$ cat config.mk
export PLATFORM = sky130hd
export DESIGN_NAME = down_counter_ctrl
export DESIGN_NICKNAME = d
export VERILOG_FILES = /design/src/rtl/down_counter_pkg.sv /design/src/rtl/down_counter_ctrl.sv
export SDC_FILE = /design/constraint.sdc
export NUM_CORES = 1
export LEC_CHECK = 0
export CORE_MARGIN = 2
export CORE_UTILIZATION = 30
export CTS_BUF_LIST = sky130_fd_sc_hd__clkbuf_4
export DETAILED_ROUTE_END_ITERATION = 16
export GPL_ROUTABILITY_DRIVEN = 0
export SYNTH_ARGS = -nofsm -noshare
export SYNTH_HDL_FRONTEND = slang
export SYNTH_SLANG_ARGS = --single-unit
$ cat constraint.sdc
create_clock -name clk -period 2.2 [get_ports clk]
set_input_delay 0.33 -clock clk [delete_from_list [all_inputs] [get_ports clk]]
set_output_delay 0.33 -clock clk [all_outputs]
set_load 0.01 [all_outputs]
$ cat src/rtl/down_counter_pkg.sv
// Shared types and defaults for the loadable down-counter used by the conv1d control path.
package down_counter_pkg;

    typedef enum logic [1:0] {
        IDLE = 2'd0,
        RUN  = 2'd1,
        DONE = 2'd2
    } state_t;

    localparam int N_DEFAULT = 8;

endpackage : down_counter_pkg

$ cat src/rtl/down_counter_ctrl.sv
// Loadable down-counter with start/done handshake: a RUN pass lasts load_value+1 enabled
// cycles, ends with a one-cycle terminal_count and a done level held until done_ack.
module down_counter_ctrl
    import down_counter_pkg::*;
#(
    parameter int N = N_DEFAULT
) (
    input  logic         clk,
    input  logic         reset,
    input  logic         start,
    input  logic [N-1:0] load_value,
    input  logic         enable,
    input  logic         abort,
    input  logic         done_ack,
    output logic         busy,
    output logic [N-1:0] count,
    output logic         terminal_count,
    output logic         done
);

    state_t       state_q, state_d;
    logic [N-1:0] count_q, count_d;
    logic         terminal_count_q, terminal_count_d;

    always_comb begin
        state_d          = state_q;
        count_d          = count_q;
        terminal_count_d = 1'b0;

        if (abort) begin
            state_d = IDLE;
            count_d = '0;
        end else begin
            unique case (state_q)
                IDLE: begin
                    count_d = '0;
                    if (start) begin
                        count_d = load_value;
                        state_d = RUN;
                    end
                end
                RUN: begin
                    // The zero cycle is itself an enabled cycle, giving load_value+1 in total.
                    if (enable) begin
                        if (count_q != '0) begin
                            count_d = count_q - N'(1);
                        end else begin
                            terminal_count_d = 1'b1;
                            state_d          = DONE;
                        end
                    end
                end
                DONE: begin
                    count_d = '0;
                    if (done_ack) begin
                        if (start) begin
                            count_d = load_value;
                            state_d = RUN;
                        end else begin
                            state_d = IDLE;
                        end
                    end
                end
                default: begin
                    state_d = IDLE;
                    count_d = '0;
                end
            endcase
        end
    end

    always_ff @(posedge clk or posedge reset) begin
        if (reset) begin
            state_q          <= IDLE;
            count_q          <= '0;
            terminal_count_q <= 1'b0;
        end else begin
            state_q          <= state_d;
            count_q          <= count_d;
            terminal_count_q <= terminal_count_d;
        end
    end

    assign busy           = (state_q == RUN);
    assign done           = (state_q == DONE);
    assign count          = count_q;
    assign terminal_count = terminal_count_q;

endmodule : down_counter_ctrl

# [Word-level counts from Yosys, hierarchy flattened]
# Index checks and enable logic that the tools add are counted.
# Widths: inputs -> output; s select.
[classes] add_sub_neg=1 n_mul=0 n_div=0 n_lt_le_gt_ge=0 eq_ne=7 shift=0 muxes=17 bitwise_logic=0 n_reduce_logical=4
[op_table] op="$mux 8" n=5
[op_table] op="$pmux 8 s3" n=1
[op_table] op="$ne 3x3->1 const B" n=4
[op_table] op="$mux 2" n=5
[op_table] op="$reduce_bool 8->1" n=1
[op_table] op="$sub 8x1->8 const B" n=1
[op_table] op="$pmux 2 s3" n=1
[op_table] op="$mux 1" n=5
[op_table] op="$reduce_and 4->1" n=1
[op_table] op="$ne 3x2->1 const B" n=1
[op_table] op="$eq 2x1->1 const B" n=1
[op_table] op="$eq 2x2->1 const B" n=1
[op_table] op="$logic_not 2->1" n=1
[op_table] op="$reduce_and 2->1" n=1
[word_totals] regBits=11 latch_bits=0 ramBits=0 rom_bits=0 inputBits=14 output_inout_bits=11 word_cells=32 mem_count=0

# [Depth between registers and ports, before layout]
# Gate-level depths: netlist of the first run.
[logic_depth] word_depth=5 depth_mapped=6 depth_no_buf=6

# [Worst setup path before layout of the first run]
# OpenSTA, ideal clock, no wires.
[synth_timing] path_kind="register to register" startpoint="reg count_q[0] (netlist: count[0])" endpoint="reg count_q[6] (netlist: count[6])" setup_time_ns=0.133 arrival_time_ns=1.628 required_time_ns=2.067 path_slack_ns=0.439 stages_incl_launch_ff=7 n_path_buf=0 path_cell_list="dfrtp_1 > inv_1 > ha_1 > or4b_1 > o211a_1 > a211oi_1 > o21ai_1"
[synth_via] elab_chain_cells=5
[synth_lines] element="start: declaration" line_no="down_counter_ctrl.sv:22" source="logic [N-1:0] count_q, count_d;"
[synth_lines] element="start signal: assignment" line_no="down_counter_ctrl.sv:79" source="count_q <= count_d;"
[synth_lines] element="$sub 8x1->8" line_no="down_counter_ctrl.sv:46" source="count_d = count_q - N'(1);"
[synth_lines] element="$mux 8" line_no="down_counter_ctrl.sv:45" source="if (count_q != '0) begin"
[synth_lines] element="$mux 8" line_no="down_counter_ctrl.sv:44" source="if (enable) begin"
[synth_lines] element="$pmux 8 s3" line_no="down_counter_ctrl.sv:34" source="unique case (state_q)"
[synth_lines] element="$mux 8" line_no="down_counter_ctrl.sv:30" source="if (abort) begin"
# Several ways; a longest one is shown, not always the timed one. The select of a mux whose other input is x is not followed.
# A chain may end at the register's enable or synchronous reset.

# [Final worst setup path of the first run]
[layout_timing] startpoint="reg count_q[0] (netlist: count[0])" endpoint="reg count_q[5] (netlist: count[5])"
# The elaborated chain is that of the path after synthesis.

==> results.cfg, run 1 <==
[status]
outcome = finished, final reports clean

[logic_synthesis]
avgSynthCellArea_sq_um = 9.41
syn_inst = 73
syn_nets = 88
yosys.cell_types.count = 35
synth_top_area_share_pct = 40.1
synth_top_area_cell = dfrtp_1
ys_seq_area_share_pct = 40.1
synth_area_leaders = dfrtp_1, o2bb2ai_1, a21oi_1
synth-seq-cells = 11
synthesis.area_sq_um = 687
yosysWarningCount = 0

[timing]
final.setup.tns_ns = 0
max_freq_ghz = 0.536
period_minus_slack_ns = 1.87
slew-limit-headroom_pct = 69.8
hold_viol_final = 0
rsz0062_at_grt = no
setup_violations = 0
period_share_pct = 84.8
hold_slack_ns = 0.355
skew_ns = 0.00482
worstMarginPinSlew_ns = 0.453
finalMaxSlewViolations = 0

[grt]
grt_pass1_wl_mm = 3.23
first_global_vias = 678
grt_max_degree = 12
overflow = 0
track_usage_pct = 16.7
antenna_found_initial = 0

[cells_and_area]
drive_above_1_share_pct = 16.2
syn_to_final_growth_pct = 48.8
fin_cells = 133
final_common_cell = clkdlybuf4s50_1
mostFrequentLayoutCells = clkdlybuf4s50_1, dfrtp_1, inv_1, a21oi_1
final_nets = 121
diodes = 0
postLayoutCoreUtil_pct = 46.7
nFillCells = 227

[die]
core.rowCount = 17
fp.dieArea_sq_um = 2690
core-area_sq_um = 2190
initial_core_util_pct = 31.4
die_h_um = 51.9
io_pins = 25
die_w_um = 51.9

[clock_network]
clk_latency_ns = 0.28
cts.path.max_buffers = 2
clk_pin_slew_ns = 0.07
cts_sinks = 11
hold_buffers = 0
cts_buffers = 3
post-cts-setup-buffer-count = 0
tritoncts = built
clockRootBuffer = clkbuf_4
h-tree-depth = 1
post_cts_resized = 0

[power]
power_switching_mw = 0.273
power.density_nw_per_um2 = 736
p_sw_share_pct = 36.3
p_comb_share_pct = 42.3
seqPwrFrac_pct = 36.8
p_leak_nw = 0.442
pwr-share-clk_pct = 20.9
p_int_mw = 0.479
vdd_drop_max_mv = 0.392
total_power_mw = 0.752

[worst_setup_path]
cp-end-kind = register
reg2reg_to = count[5]$_DFFE_PP0P_
start_kind = register
worstPathRequired_ns = 2.35
rr_worst_depth = 7
crit_fanout = 5
reg2reg_slack_ns = 0.33
worstPathArrival_ns = 2.02
critPathKind = reg2reg
r2r_start = count[0]$_DFFE_PP0P_

[place]
dp_hpwl_mm = 1.38
dpl.cell_count = 129
port_buffers = 24

[detailed_routing]
firstDrtPassIters = 4
wl_mm = 1.99
final_antenna_net_count = 0
drtIter0Drc = 13
viasPerCell = 5.37
avgRoutedWirePerCell_um = 14.9
drc_errors = 0
vias = 714

[hold_path]
hold_class = in2async

[run]
maxCapViolCount = 0
## power by group through the flow
stage               clock (mW)  sequential [mW]  combinational (mW)
floorplan                    0            0.281               0.164
global placement             0            0.280               0.316
detailed placement           0            0.279               0.316
CTS                      0.165            0.277               0.320
global route             0.177            0.283               0.350
finish                   0.157            0.277               0.318
## layout make-up
cell class | count | area [sq um] | share of cell area [%]
sequential | 11 | 275 | 26.9
clock buffer | 4 | 30.0 | 2.94
inverter | 7 | 26.3 | 2.57
tap | 28 | 35.0 | 3.43
multi-input combinational | 54 | 378 | 37.0
timing repair buffer | 29 | 278 | 27.2
## worst max-delay path: stages, from the launching register on
cell and delay [ns]:
dfrtp_1 0.42, inv_1 0.10, ha_1 0.23, nor4b_2 0.31
nand2_2 0.11, a31oi_2 0.30, buf_4 0.20, o21ai_1 0.07
## synth_stat cells
| cell | count |
|---|---|
| a21boi_1 | 1 |
| o311ai_0 | 1 |
| o2bb2ai_1 | 4 |
| or3_2 | 1 |
| or4b_1 | 1 |
| o211a_1 | 2 |
| nor2b_1 | 1 |
| o22ai_1 | 1 |
| nand2b_1 | 2 |
| dfrtp_1 | 11 |
| clkinv_1 | 1 |
| and2b_2 | 1 |
| nand3_1 | 1 |
| a221oi_1 | 1 |
| a21oi_1 | 6 |
| a22oi_1 | 1 |
| nand2_1 | 3 |
| nor2_1 | 5 |
| nand2_2 | 1 |
| ha_1 | 1 |
| nor3_1 | 3 |
| a31oi_2 | 1 |
| and3_1 | 1 |
| o31ai_1 | 1 |
| a32oi_1 | 1 |
| or4_4 | 1 |
| nor3b_2 | 1 |
| nor4_1 | 3 |
| nand4_1 | 1 |
| o311a_2 | 1 |
| buf_4 | 1 |
| inv_1 | 6 |
| nor4b_2 | 1 |
| o21ai_1 | 3 |
| a211oi_1 | 2 |
## flip-flops by register name, indices dropped and copies added (netlist names)
register,cells
count,8
state_q,2
terminal_count,1
## cells by family (layout without fill, tap and decap cells)
family	Yosys count	in the layout	share of synthesized area, %
AO/OA/AOI/OAI	26	26	28.2
adder cells (fa/ha/maj)	1	1	1.82
buffers and inverters	8	40	4.92
flip-flops	11	11	40.1
AND/OR/NAND/NOR	27	27	25.0
## through the flow
step / setup WS, ns / cell area, sq um
2_1_floorplan: 0.439 / 687
3_3_place_gp: 0.417 / 992
3_5_place_dp: 0.378 / 992
4_1_cts: 0.340 / 1020
5_1_grt: 0.219 / 1020
6_report: 0.335 / 1020
## worst max-delay path by stage
stage                                       to  depth (start not counted)            startpoint
after global routing      count[6]$_DFFE_PP0P_                          6  count[0]$_DFFE_PP0P_
after CTS                 count[5]$_DFFE_PP0P_                          7  count[0]$_DFFE_PP0P_
after global placement    count[5]$_DFFE_PP0P_                          7  count[0]$_DFFE_PP0P_
after detailed placement  count[6]$_DFFE_PP0P_                          6  count[0]$_DFFE_PP0P_
final                     count[5]$_DFFE_PP0P_                          7  count[0]$_DFFE_PP0P_
after floorplan           count[6]$_DFFE_PP0P_                          6  count[0]$_DFFE_PP0P_
## routing by layer
metal / track usage, % / share of wire (%)
met1: 21.4 / 46
met2: 25.5 / 43
met3: 5.75 / 9.7
met4: 6.58 / 1.4
met5: 0 / 0
Note: power is estimated with default switching activity, not from simulation.
==> run 2: changes to the inputs <==
Clock period 2.2 ns to 1.9 ns, I/O delays scaled along.
==> run 2 against run 1 <==
Final cell count increased by 1.5%. Sequential share of layout area decreased by 0.39 points. Critical path depth decreased by 1. Die area unchanged. Power increased by 14%. Clock skew increased by 0.0019 ns. Core utilization increased by 0.69 points. Worst hold slack got worse by 0.047 ns. Combinational power increased by 19%. Flip-flop and latch count unchanged. Worst setup slack got worse by 0.20 ns. Critical path type unchanged. Largest cell class unchanged. Largest power group unchanged. Highest routed layer unchanged.
==> results.cfg, run 2 (synthesized netlist as in run 1, its figures left out) <==
[status]
outcome = finished, final reports clean

[grt]
antenna_found_initial = 0
grt_util_met1_pct = 21.8
grtUsageMet2_pct = 22.2
track_usage_pct = 15.5
grt_util_met3_pct = 4.02
grt_max_degree = 12
first_global_vias = 626
grt_busiest_layer = met2
overflow = 0
grt_pass1_wl_mm = 3.02

[place]
port_buffers = 24
dp_hpwl_mm = 1.36
post-place-ws_ns = 0.113

[clock_network]
clk_latency_ns = 0.27
clockRootBuffer = clkbuf_4
cts.path.max_buffers = 2
cts_buffers = 3
clk_pin_slew_ns = 0.08
tritoncts = built
hold_buffers = 0
cts_sinks = 11
h-tree-depth = 1

[die]
initial_core_util_pct = 31.4
core.rowCount = 17
io_pins = 25
fp.dieArea_sq_um = 2690
die_h_um = 51.9
core-area_sq_um = 2190
die_w_um = 51.9

[detailed_routing]
viasPerCell = 5.37
final_antenna_net_count = 0
avgRoutedWirePerCell_um = 13.9
firstDrtPassIters = 4
vias = 725
wl_mm = 1.87
drtIter0Drc = 14
drc_errors = 0

[worst_setup_path]
critPathKind = reg2reg
slowest_stage = or4b_1
worstPathArrival_ns = 1.93
start_kind = register
startpoint = count[1]$_DFFE_PP0P_
cp_slowest_stage_delay_ns = 0.46
worstPathCellList = inv_1 > ha_2 > or4b_1 > o211a_1 > a211oi_1 > o21ai_1
cp-end-kind = register
worstPathRequired_ns = 2.06
r2r_start = count[1]$_DFFE_PP0P_
crit_fanout = 5

[cells_and_area]
drive_above_1_share_pct = 18.7
nFillCells = 208
diodes = 0
register_area_sq_um = 275
final_common_cell = clkdlybuf4s50_1
multi_input_area_sq_um = 380
final_nets = 123
syn_to_final_growth_pct = 51.0
mostFrequentLayoutCells = clkdlybuf4s50_1, dfrtp_1, buf_4
largest_register_ffs = 8

[power]
p_leak_nw = 0.451
total_power_mw = 0.861
power.density_nw_per_um2 = 830
vdd_drop_max_mv = 0.405

[timing]
rsz0062_at_grt = no
fin_ws_ns = 0.130
finalMaxSlewViolations = 0
hold_viol_final = 0
final.setup.tns_ns = 0
slew-limit-headroom_pct = 70.2
worstMarginPinSlew_ns = 0.446
max_freq_ghz = 0.565
period_share_pct = 93.2
period_minus_slack_ns = 1.77
skew_ns = 0.00674
setup_violations = 0

[run]
maxCapViolCount = 0

[hold_path]
hold_class = in2async
run 2: cell count changes in the layout (fill, tap and decap cells not counted), sizes merged:
cell and delta:
buf +2, clkinv +1, clkbuf -1
run 2: routing by layer:
metal,vias to the layer above,routed length (um),part of all wire [%]
li1,349,-,-
met1,331,865,46
met2,41,819,44
met3,4,169,9.0
met4,0,19,1.0
met5,-,0,0
run 2: what timing repair did:
| action | in CTS | in global routing |
|---|---|---|
| setup endpoints to repair | 0 | 1 |
| hold endpoints to repair | 0 | 0 |
| buffers inserted | 0 | 1 |
| resized for setup | 0 | 1 |
run 2: path summary, 6_finish.rpt:
kind                            slack [ns]                       end  cells past startpoint
worst max-delay path                  0.13      count[6]$_DFFE_PP0P_                      6
worst min-delay path                  0.31  terminal_count$_DFF_PP0_                      2
worst max register to register        0.13      count[6]$_DFFE_PP0P_                      6
worst min register to register        0.58      count[7]$_DFFE_PP0P_                      2
max in group asynchronous             1.28      count[0]$_DFFE_PP0P_                      2
min in group clk                      0.58      count[7]$_DFFE_PP0P_                      2
run 2: critical path, delay by kind of cell, from the launching register on:
family          cells  cell delay, ns
fa+ha+maj           1            0.20
buf+inv             1            0.07
compound gates      3            0.52
flops               1            0.41
simple gates        1            0.46
run 2: report_power, final:
group,switching (mW),internal (mW),total [mW]
Combinational,0.177,0.204,0.380
Sequential,0.0491,0.266,0.315
Clock,0.0876,0.0779,0.166
run 2: metrics by stage:
stage               cells  hold WS, ns  utilization (%)  area (sq um)
finish                135        0.308             47.3          1040
global route          135        0.339             47.3          1040
CTS                   134        0.331             46.9          1030
detailed placement    130        0.559             45.6          1000
global placement      130        0.546             45.6          1000
floorplan              73        0.137                -           687
run 2: area by class of cell:
class                      instances  share of cell area, %
clock buffer                       3                   2.17
clock inverter                     1                  0.483
inverter                           7                   2.53
multi-input combinational         54                   36.7
sequential                        11                   26.5
tap                               28                   3.38
timing repair buffer              31                   28.2
==> run 3: changes to the inputs <==
Settings changed: CTS_CLUSTER_SIZE set to 10, SKIP_LAST_GASP set to 1.
Clock period 1.9 ns to 2.2 ns, I/O delays scaled along.
==> results of run 3 <==
The final DEF is identical to that of run 1; final timing and power are the same.
